===== src/rtl/pipe_ctrl_unit.sv =====
// pipe_ctrl_unit
// Decode-stage control unit for the pipelined RISC-V core. It decodes the
// IF/ID instruction into the control bundle, registers it into ID/EX,
// stalls MEM_LAT cycles on a load-use hazard, flushes on a taken branch and
// keeps a sticky illegal-opcode flag.
//
// Ports
//   clk, rst_n          clock, asynchronous active-low reset
//   if_id_valid/instr   instruction presented by the IF/ID register
//   branch_taken_ex     EX resolved a taken branch/jump this cycle
//   pc_write            PC update enable (combinational)
//   if_id_write         IF/ID load enable (combinational)
//   if_id_flush         clear IF/ID (combinational, = branch_taken_ex)
//   id_ex_*             registered control bundle and destination index
//   illegal             sticky flag, set by a valid undefined opcode
module pipe_ctrl_unit #(
    parameter int REG_ADDR_W = 5,
    parameter int ALUOP_W    = 2,
    parameter int MEM_LAT    = 1,
    parameter bit EN_JAL     = 1'b1
) (
    input  logic                  clk,
    input  logic                  rst_n,
    input  logic                  if_id_valid,
    input  logic [31:0]           if_id_instr,
    input  logic                  branch_taken_ex,
    output logic                  pc_write,
    output logic                  if_id_write,
    output logic                  if_id_flush,
    output logic                  id_ex_valid,
    output logic                  id_ex_alusrc,
    output logic                  id_ex_memtoreg,
    output logic                  id_ex_memread,
    output logic                  id_ex_memwrite,
    output logic                  id_ex_branch,
    output logic                  id_ex_jump,
    output logic                  id_ex_regwrite,
    output logic [ALUOP_W-1:0]    id_ex_aluop,
    output logic [REG_ADDR_W-1:0] id_ex_rd,
    output logic                  illegal
);

    localparam int CNT_W = $clog2(MEM_LAT) + 1;

    typedef enum logic {
        RUN   = 1'b0,
        STALL = 1'b1
    } state_t;

    state_t state_q, state_d;
    logic [CNT_W-1:0] cnt_q, cnt_d;

    // ctrl vector order: alusrc, memtoreg, memread, memwrite, branch, jump, regwrite
    logic [6:0]            ctrl_q;
    logic [ALUOP_W-1:0]    aluop_q;
    logic [REG_ADDR_W-1:0] rd_q;
    logic                  valid_q;
    logic                  illegal_q;

    logic [6:0]            opcode;
    logic [REG_ADDR_W-1:0] rd_f, rs1_f, rs2_f;
    logic [6:0]            dec_ctrl;
    logic [1:0]            dec_aluop;
    logic                  use_rs1, use_rs2, dec_undef;
    logic                  hazard;
    logic                  pc_en;
    logic                  issue;

    // Fields the decoder never looks at.
    logic unused_instr_bits;
    assign unused_instr_bits = ^{if_id_instr[31:25], if_id_instr[14:12]};

    assign opcode = if_id_instr[6:0];
    assign rd_f   = if_id_instr[7  +: REG_ADDR_W];
    assign rs1_f  = if_id_instr[15 +: REG_ADDR_W];
    assign rs2_f  = if_id_instr[20 +: REG_ADDR_W];

    always_comb begin
        dec_ctrl  = 7'b0000000;
        dec_aluop = 2'b00;
        use_rs1   = 1'b0;
        use_rs2   = 1'b0;
        dec_undef = 1'b0;
        case (opcode)
            7'b0110011: begin dec_ctrl = 7'b0000001; dec_aluop = 2'b10; use_rs1 = 1'b1; use_rs2 = 1'b1; end
            7'b0000011: begin dec_ctrl = 7'b1110001; use_rs1 = 1'b1; end
            7'b0100011: begin dec_ctrl = 7'b1001000; use_rs1 = 1'b1; use_rs2 = 1'b1; end
            7'b1100011: begin dec_ctrl = 7'b0000100; dec_aluop = 2'b01; use_rs1 = 1'b1; use_rs2 = 1'b1; end
            7'b0010011: begin dec_ctrl = 7'b1000001; use_rs1 = 1'b1; end
            7'b1101111: begin
                if (EN_JAL) dec_ctrl  = 7'b0000011;
                else        dec_undef = 1'b1;
            end
            7'b0000000: ;
            default:    dec_undef = 1'b1;
        endcase
    end

    // Load in EX whose destination is read by the instruction in ID.
    assign hazard = valid_q & ctrl_q[4] & (rd_q != '0) & if_id_valid &
                    ((use_rs1 & (rs1_f == rd_q)) | (use_rs2 & (rs2_f == rd_q)));

    always_comb begin
        state_d = state_q;
        cnt_d   = cnt_q;
        pc_en   = 1'b0;
        issue   = 1'b0;
        if (branch_taken_ex) begin
            // Flush wins over everything, including an ongoing stall.
            state_d = RUN;
            cnt_d   = '0;
            pc_en   = 1'b1;
        end else begin
            case (state_q)
                RUN: begin
                    if (hazard) begin
                        // The hazard cycle is itself the first bubble.
                        if (MEM_LAT > 1) begin
                            state_d = STALL;
                            cnt_d   = CNT_W'(MEM_LAT - 1);
                        end
                    end else begin
                        pc_en = 1'b1;
                        issue = if_id_valid;
                    end
                end
                STALL: begin
                    cnt_d = cnt_q - 1'b1;
                    if (cnt_q == CNT_W'(1)) state_d = RUN;
                end
                default: begin
                    state_d = RUN;
                    cnt_d   = '0;
                end
            endcase
        end
    end

    always_ff @(posedge clk or negedge rst_n) begin
        if (!rst_n) begin
            state_q   <= RUN;
            cnt_q     <= '0;
            valid_q   <= 1'b0;
            ctrl_q    <= '0;
            aluop_q   <= '0;
            rd_q      <= '0;
            illegal_q <= 1'b0;
        end else begin
            state_q   <= state_d;
            cnt_q     <= cnt_d;
            illegal_q <= illegal_q | (if_id_valid & dec_undef & ~branch_taken_ex);
            if (issue) begin
                valid_q <= 1'b1;
                ctrl_q  <= dec_ctrl;
                aluop_q <= ALUOP_W'(dec_aluop);
                rd_q    <= rd_f;
            end else begin
                valid_q <= 1'b0;
                ctrl_q  <= '0;
                aluop_q <= '0;
                rd_q    <= '0;
            end
        end
    end

    // Enables are held low for as long as reset is asserted.
    assign pc_write    = pc_en & rst_n;
    assign if_id_write = pc_en & rst_n;
    assign if_id_flush = branch_taken_ex;

    assign id_ex_valid    = valid_q;
    assign id_ex_alusrc   = ctrl_q[6];
    assign id_ex_memtoreg = ctrl_q[5];
    assign id_ex_memread  = ctrl_q[4];
    assign id_ex_memwrite = ctrl_q[3];
    assign id_ex_branch   = ctrl_q[2];
    assign id_ex_jump     = ctrl_q[1];
    assign id_ex_regwrite = ctrl_q[0];
    assign id_ex_aluop    = aluop_q;
    assign id_ex_rd       = rd_q;
    assign illegal        = illegal_q;

endmodule


===== config.mk =====
export PLATFORM = sky130hd
export DESIGN_NAME = pipe_ctrl_unit
export DESIGN_NICKNAME = d
export VERILOG_FILES = /design/src/rtl/pipe_ctrl_unit.sv
export SDC_FILE = /design/constraint.sdc
export NUM_CORES = 1
export LEC_CHECK = 0
export CORE_MARGIN = 3
export CORE_UTILIZATION = 39
export CTS_BUF_LIST = sky130_fd_sc_hd__clkbuf_16
export DETAILED_ROUTE_END_ITERATION = 12
export GPL_TIMING_DRIVEN = 0
export PLACE_DENSITY_LB_ADDON = 0.2
export SYNTH_ARGS = -nofsm -noshare
export SYNTH_HDL_FRONTEND = slang
export SYNTH_SLANG_ARGS = --single-unit

===== constraint.sdc =====
create_clock -name clk -period 6 [get_ports clk]
set_clock_uncertainty 0.2 [all_clocks]
set_input_delay 1.5 -clock clk [delete_from_list [all_inputs] [get_ports clk]]
set_output_delay 1.5 -clock clk [all_outputs]
set_load 0.01 [all_outputs]

# --- Yosys cells after proc, flatten, opt, wreduce, memory -nomap -nowiden ---
# Cells that the tools add are included.
totals:
  register_bits: 18
op_classes:
  n_addsub: 1
  bitwise_logic: 12
  n_eq_ne: 8
  reduce_logical: 6
  n_mux: 20
op_table:
  columns: ["op", "n"]
  rows:
  - ["7-bit case mux with 6 select lines", 1]
  - ["1-bit 2-to-1 mux", 15]
  - ["7-bit by 6-bit equality test with 1-bit output, second input constant", 2]
  - ["7-bit equality test, second input constant", 2]
  - ["5-bit equality test", 2]
  - ["1-bit bitwise AND", 9]
  - ["7-bit by 2-bit equality test with 1-bit output, second input constant", 1]
  - ["7-bit by 5-bit equality test with 1-bit output, second input constant", 1]
  - ["7-bit logical NOT", 1]
  - ["7-bit 2-to-1 mux", 1]
  - ["7-bit OR reduction", 1]
  - ["5-bit 2-to-1 mux", 1]
  - ["5-bit nonzero test", 1]
  - ["5-bit OR reduction", 1]
  - ["2-bit case mux with 2 select lines", 1]
  - ["3-bit OR reduction", 1]
  - ["2-bit 2-to-1 mux", 1]
  - ["1-bit bitwise OR", 2]
  - ["2-bit nonzero test", 1]
  - ["1-bit NOT", 1]
  - ["1-bit subtractor, second input constant", 1]

# --- Depth between registers and ports, before layout ---
depth:
  word_depth: 10
  mapped_depth: 7
  ltp_nobuf: 5

# --- Worst setup path after synthesis ---
# OpenSTA, ideal clock, no wires.
synth_path:
  kind: "input -> output"
  from: "in if_id_instr[6]"
  to: "out pc_write"
  required_ns: 4.300
  slack_ns: 1.514
  arrival_ns: 2.786
  n_path_buf: 2
  cell_stages: 7
  path_cell_list: "clkbuf_2 -> or4_1 -> nor2_2 -> o221ai_2 -> a211oi_1 -> nor2_1 -> buf_4"
synth_between:
  elab_chain_cells: 10
synth_rtl:
  columns: ["element", "line", "rtl"]
  rows:
  - ["from (decl)", "25", "input logic [31:0] if_id_instr,"]
  - ["7-bit by 5-bit equality test with 1-bit output, or another cell as far along", "84", "case (opcode)"]
  - ["5-bit OR reduction (no line) or 3-bit OR reduction (tied branches)", null, null]
  - ["1-bit 2-to-1 mux", "84", null]
  - ["1-bit bitwise AND", "101", "((use_rs1 & (rs1_f == rd_q)) | (use_rs2 & (rs2_f == rd_q)));"]
  - ["1-bit bitwise OR *", "101", null]
  - ["1-bit bitwise AND *", "100", "assign hazard = valid_q & ctrl_q[4] & (rd_q != '0) & if_id_valid &"]
  - ["1-bit 2-to-1 mux *", "116", "if (hazard) begin"]
  - ["1-bit 2-to-1 mux *", "114", "case (state_q)"]
  - ["1-bit 2-to-1 mux *", "108", "if (branch_taken_ex) begin"]
  - ["1-bit bitwise AND *", null, null]
  - ["to (decl)", "27", "output logic pc_write,"]
# Mark *: on every way between the ends. The rest lies on a longest branch, timed or not.

# --- Worst setup path in the final report ---
layout_path:
  from: "in if_id_instr[2]"
  to: "out pc_write"
layout_between:
  elab_chain_cells: 10
layout_rtl:
  columns: ["element", "line", "rtl"]
  rows:
  - ["7-bit by 5-bit equality test with 1-bit output, or another cell as far along", "84", null]
  - ["5-bit OR reduction (no line) or 3-bit OR reduction (tied branches)", null, null]
  - ["1-bit 2-to-1 mux", "84", null]
  - ["1-bit bitwise AND", "101", null]
  - ["1-bit bitwise OR *", "101", null]
  - ["1-bit bitwise AND *", "100", null]
  - ["1-bit 2-to-1 mux *", "116", null]
  - ["1-bit 2-to-1 mux *", "114", null]
  - ["1-bit 2-to-1 mux *", "108", null]
  - ["1-bit bitwise AND *", "167", "assign pc_write = pc_en & rst_n;"]
# Marked as above.

==> metrics.md <==
| Metric | Value |
|---|---|
| Tcrit/Tclk final | 91.9% |
| Core region area | 2040 µm² |
| Flop and latch count out of synthesis | 17 |
| Top-level port count | 55 |
| Cells along the critical path | clkdlybuf4s50_1, or4_1, nor2_2, o221ai_2, a211oi_1, nor2_1, buf_4, clkdlybuf4s50_1 |
| Delay of the slowest critical-path stage | 0.59 ns |
| Global route total overflow | 0 |
| Worst slew margin | 50.5% |
| Share of final-layout standard cells stronger than drive strength 1 | 11.0% |
| Worst skew pair latency | 0.25 ns |
| Async S/R FF share, synth | 100% |
| Max IR drop VDD | 0.242 mV |
| Most frequent cell on the critical path | clkdlybuf4s50_1 |
| Cell count after synthesis | 80 |
| TritonRoute pass-1 iters | 4 |
| Via count of the first global-routing pass | a little over 700 |
| Chip Width | approximately 54 µm |
| Clock tree from TritonCTS | yes |
| Post-CTS Hold Fix Bufs | 0 |
| Count of endpoints failing setup in the final report | 0 |
| Setup crit end kind | output pin |
| Initial antenna violation count | 0 |
| Critical path fanouts, max | 4 |
| Result of the run | completed |
| Sequential cell area | ~430 µm² |
| Maximum number of buffers from clock root to sink | 2 |
| Area of the mapped netlist | a little under 900 µm² |
| Post-synth EDFFs | 0 |
| Power per standard cell area | 207 nW/µm² |
| Adder and majority gate portion of the synthesized area | 0% |
| Hold slack final | around 0.25 ns |
| Post-synthesis share of cell area spent on xor and xnor gates | 10.9% |
| Warning count from the yosys run | 0 |
| Root Buffer | clkbuf_16 |
| Final-layout fill cell count | 176 |
| Starting Density | 43.3% |
| Minimum clock period | 5.51 ns |
| Area taken by multi-input logic gates | 415 µm² |
| Global-route wire length before repair | 3280 µm |
| Max Fclk | 0.181 GHz |
| Largest cells by area after synthesis | dfrtp_1, xor2_1, xnor2_1 |
| Count of nets after finishing | 164 |
| Area growth syn-to-layout | 61.9% |
| Overall die area | 2870 µm² |
| Post-layout instance count excluding filler cells | 154 |
| Largest net degree at the start of global routing | 19 |
| Standard-cell row count | 16 |
| Number of instances in the placed design | 150 |
| Fraction of synthesized area in multiplexers | 0% |
| Unrepaired setup endpoints after global routing | no |
| Hold/Removal Path Class | reg -> reg |
| Crit Path Class | in -> out |
| Most frequent cells after synthesis | dfrtp_1, nor2_1, xor2_1 |
| Cell count of the worst hold path | 1 |
| IO Port Bufs | 43 |
| DR iter-0 viols | 14 |
| Drt drc | 0 |
| Slowest cell on the critical path | or4_1 |
| Dominant combinational cell family by area after synthesis | simple AND/OR/NAND/NOR gates |
| Total negative setup slack | 0 ns |
| Antenna Diode Count | 0 |
| Core utilization of the finished layout | 70.0% |
| Startpoint type of the worst setup path | input port |
| Synth top area share | between 40% and 50% |
| Count of different cell masters after synthesis | 29 |
| WL final | between 2000 and 2500 µm |
| RePlAce Congestion | 0.786 |
| Simple logic cell fraction of the synthesized area | 30.5% |
| Leading area contributor after synthesis | dfrtp_1 |
| Maximum capacitance violations | 0 |
| Flip-flop cell with the highest count after synthesis | dfrtp_1 |
| Routed length per placed instance | 14.1 µm |
| Number of H-tree branching levels | 1 |
| Post-detailed-placement half-perimeter wirelength | 1670 µm |
| Count of cells resized by post-cts repair | 0 |
| Number of sinks handled by clock tree synthesis | 17 |
| Number of hold violations in the final report | 0 |
| Required arrival time at the worst endpoint | 4.30 ns |
| Mapped Nets | roughly 120 |
| Number of buffers added for setup after CTS | 0 |
| Fraction of the mapped netlist area in compound gates | 5.67% |
| Most common cell in the synthesized netlist | dfrtp_1 |
| Synthesized area per cell | approximately 11 µm² |
| Global-route usage over all layers | 16.1% |
| Post-DR vias/cell | 5.19 |
| Count of nets left with antenna violations after detail routing | 0 |
| Die Ht | around 54 µm |
| Overall Power | 0.296 mW |
| Depth of the most critical reg-to-reg path | 5 |
| Reg clk slew, reported paths | 0.05 ns |
| Worst path arrival time | between 3 and 4 ns |
| Number of CTS-inserted buffers | 3 |
| Via count | 799 |
| Slew at the pin with the worst max-slew slack | between 0.7 and 0.8 ns |
| Slew Viols, Final | 0 |
| Cell leakage power | approximately 0.57 nW |
| Fraction of the yosys area taken by sequential cells | 48.2% |
==> kinds of logic (layout without fill, tap and decap cells) <==
logic type	Yosys count	after routing
compound gates	5	5
flops	17	17
buf+inv	6	53
xor+xnor	11	11
simple gates	41	41
==> power breakdown <==
part	switching (mW)	leakage, nW	internal (mW)	total [mW]
Combinational	0.0171	0.304	0.0258	0.0429
Sequential	0.00219	0.229	0.117	0.119
Clock	0.0442	0.0371	0.0898	0.134
Total	0.0635	0.569	0.232	0.296
==> final timing paths <==
path                           startpoint  slack [ns]          end
max                        if_id_instr[2]        0.49     pc_write
min                                 cnt_q        0.25      state_q
max reg2reg                   id_ex_rd[1]        4.01    ctrl_q[1]
min reg2reg                         cnt_q        0.25      state_q
max in group asynchronous           rst_n        3.64        cnt_q
min in group asynchronous           rst_n        1.49  id_ex_rd[1]
==> metrics by stage <==
step	setup WS [ns]	area, µm²
after detailed placement	0.512	1350
after global routing	0.332	1430
after CTS	0.492	1430
after floorplan	1.51	883
final	0.489	1430
after global placement	0.560	1350
==> layout make-up <==
class	instances	share of cell area [%]
multi-input cells	57	29.0
flip-flops and latches	17	29.7
repair buffers	43	30.1
well taps	27	2.36
clock inverters	1	0.525
clock buffers	3	5.25
plain buffers	6	2.97
==> sequential cells by signal (all words and copies together), names as in the netlist <==
name	cells
ctrl_q	6
id_ex_rd	5
id_ex_valid	1
illegal	1
state_q	1
cnt_q	1
id_ex_aluop	2
==> worst max-delay path: cells and delay by family <==
kind	cells	cell delay (ns)
AOI/OAI and AO/OA	2	0.38
buffers and inverters	3	1.05
and+or+nand+nor	3	0.88
==> cells in the final DEF (no fill, tap or decap), types with 2 or more instances in the layout <==
master           count
nor3_1               4
nand3_1              2
or4_1                3
xor2_1               6
buf_4                3
clkbuf_16            3
clkdlybuf4s50_1     43
nand2b_1             2
nand4_1              3
nor3b_1              5
nand2_1              3
xnor2_1              5
dfrtp_1             17
nor2b_1              2
nor4b_1              3
nor2_1               7
==> layer usage <==
metal	part of all wire (%)	routed length [µm]	vias up	GRT usage, %
met5	0	0	-	0
met4	1.5	33	0	6.38
met3	6.7	146	5	4.71
met2	50	1100	27	24.7
met1	41	899	384	21.4
li1	-	-	383	-
Power figures use the tool's default switching activity.
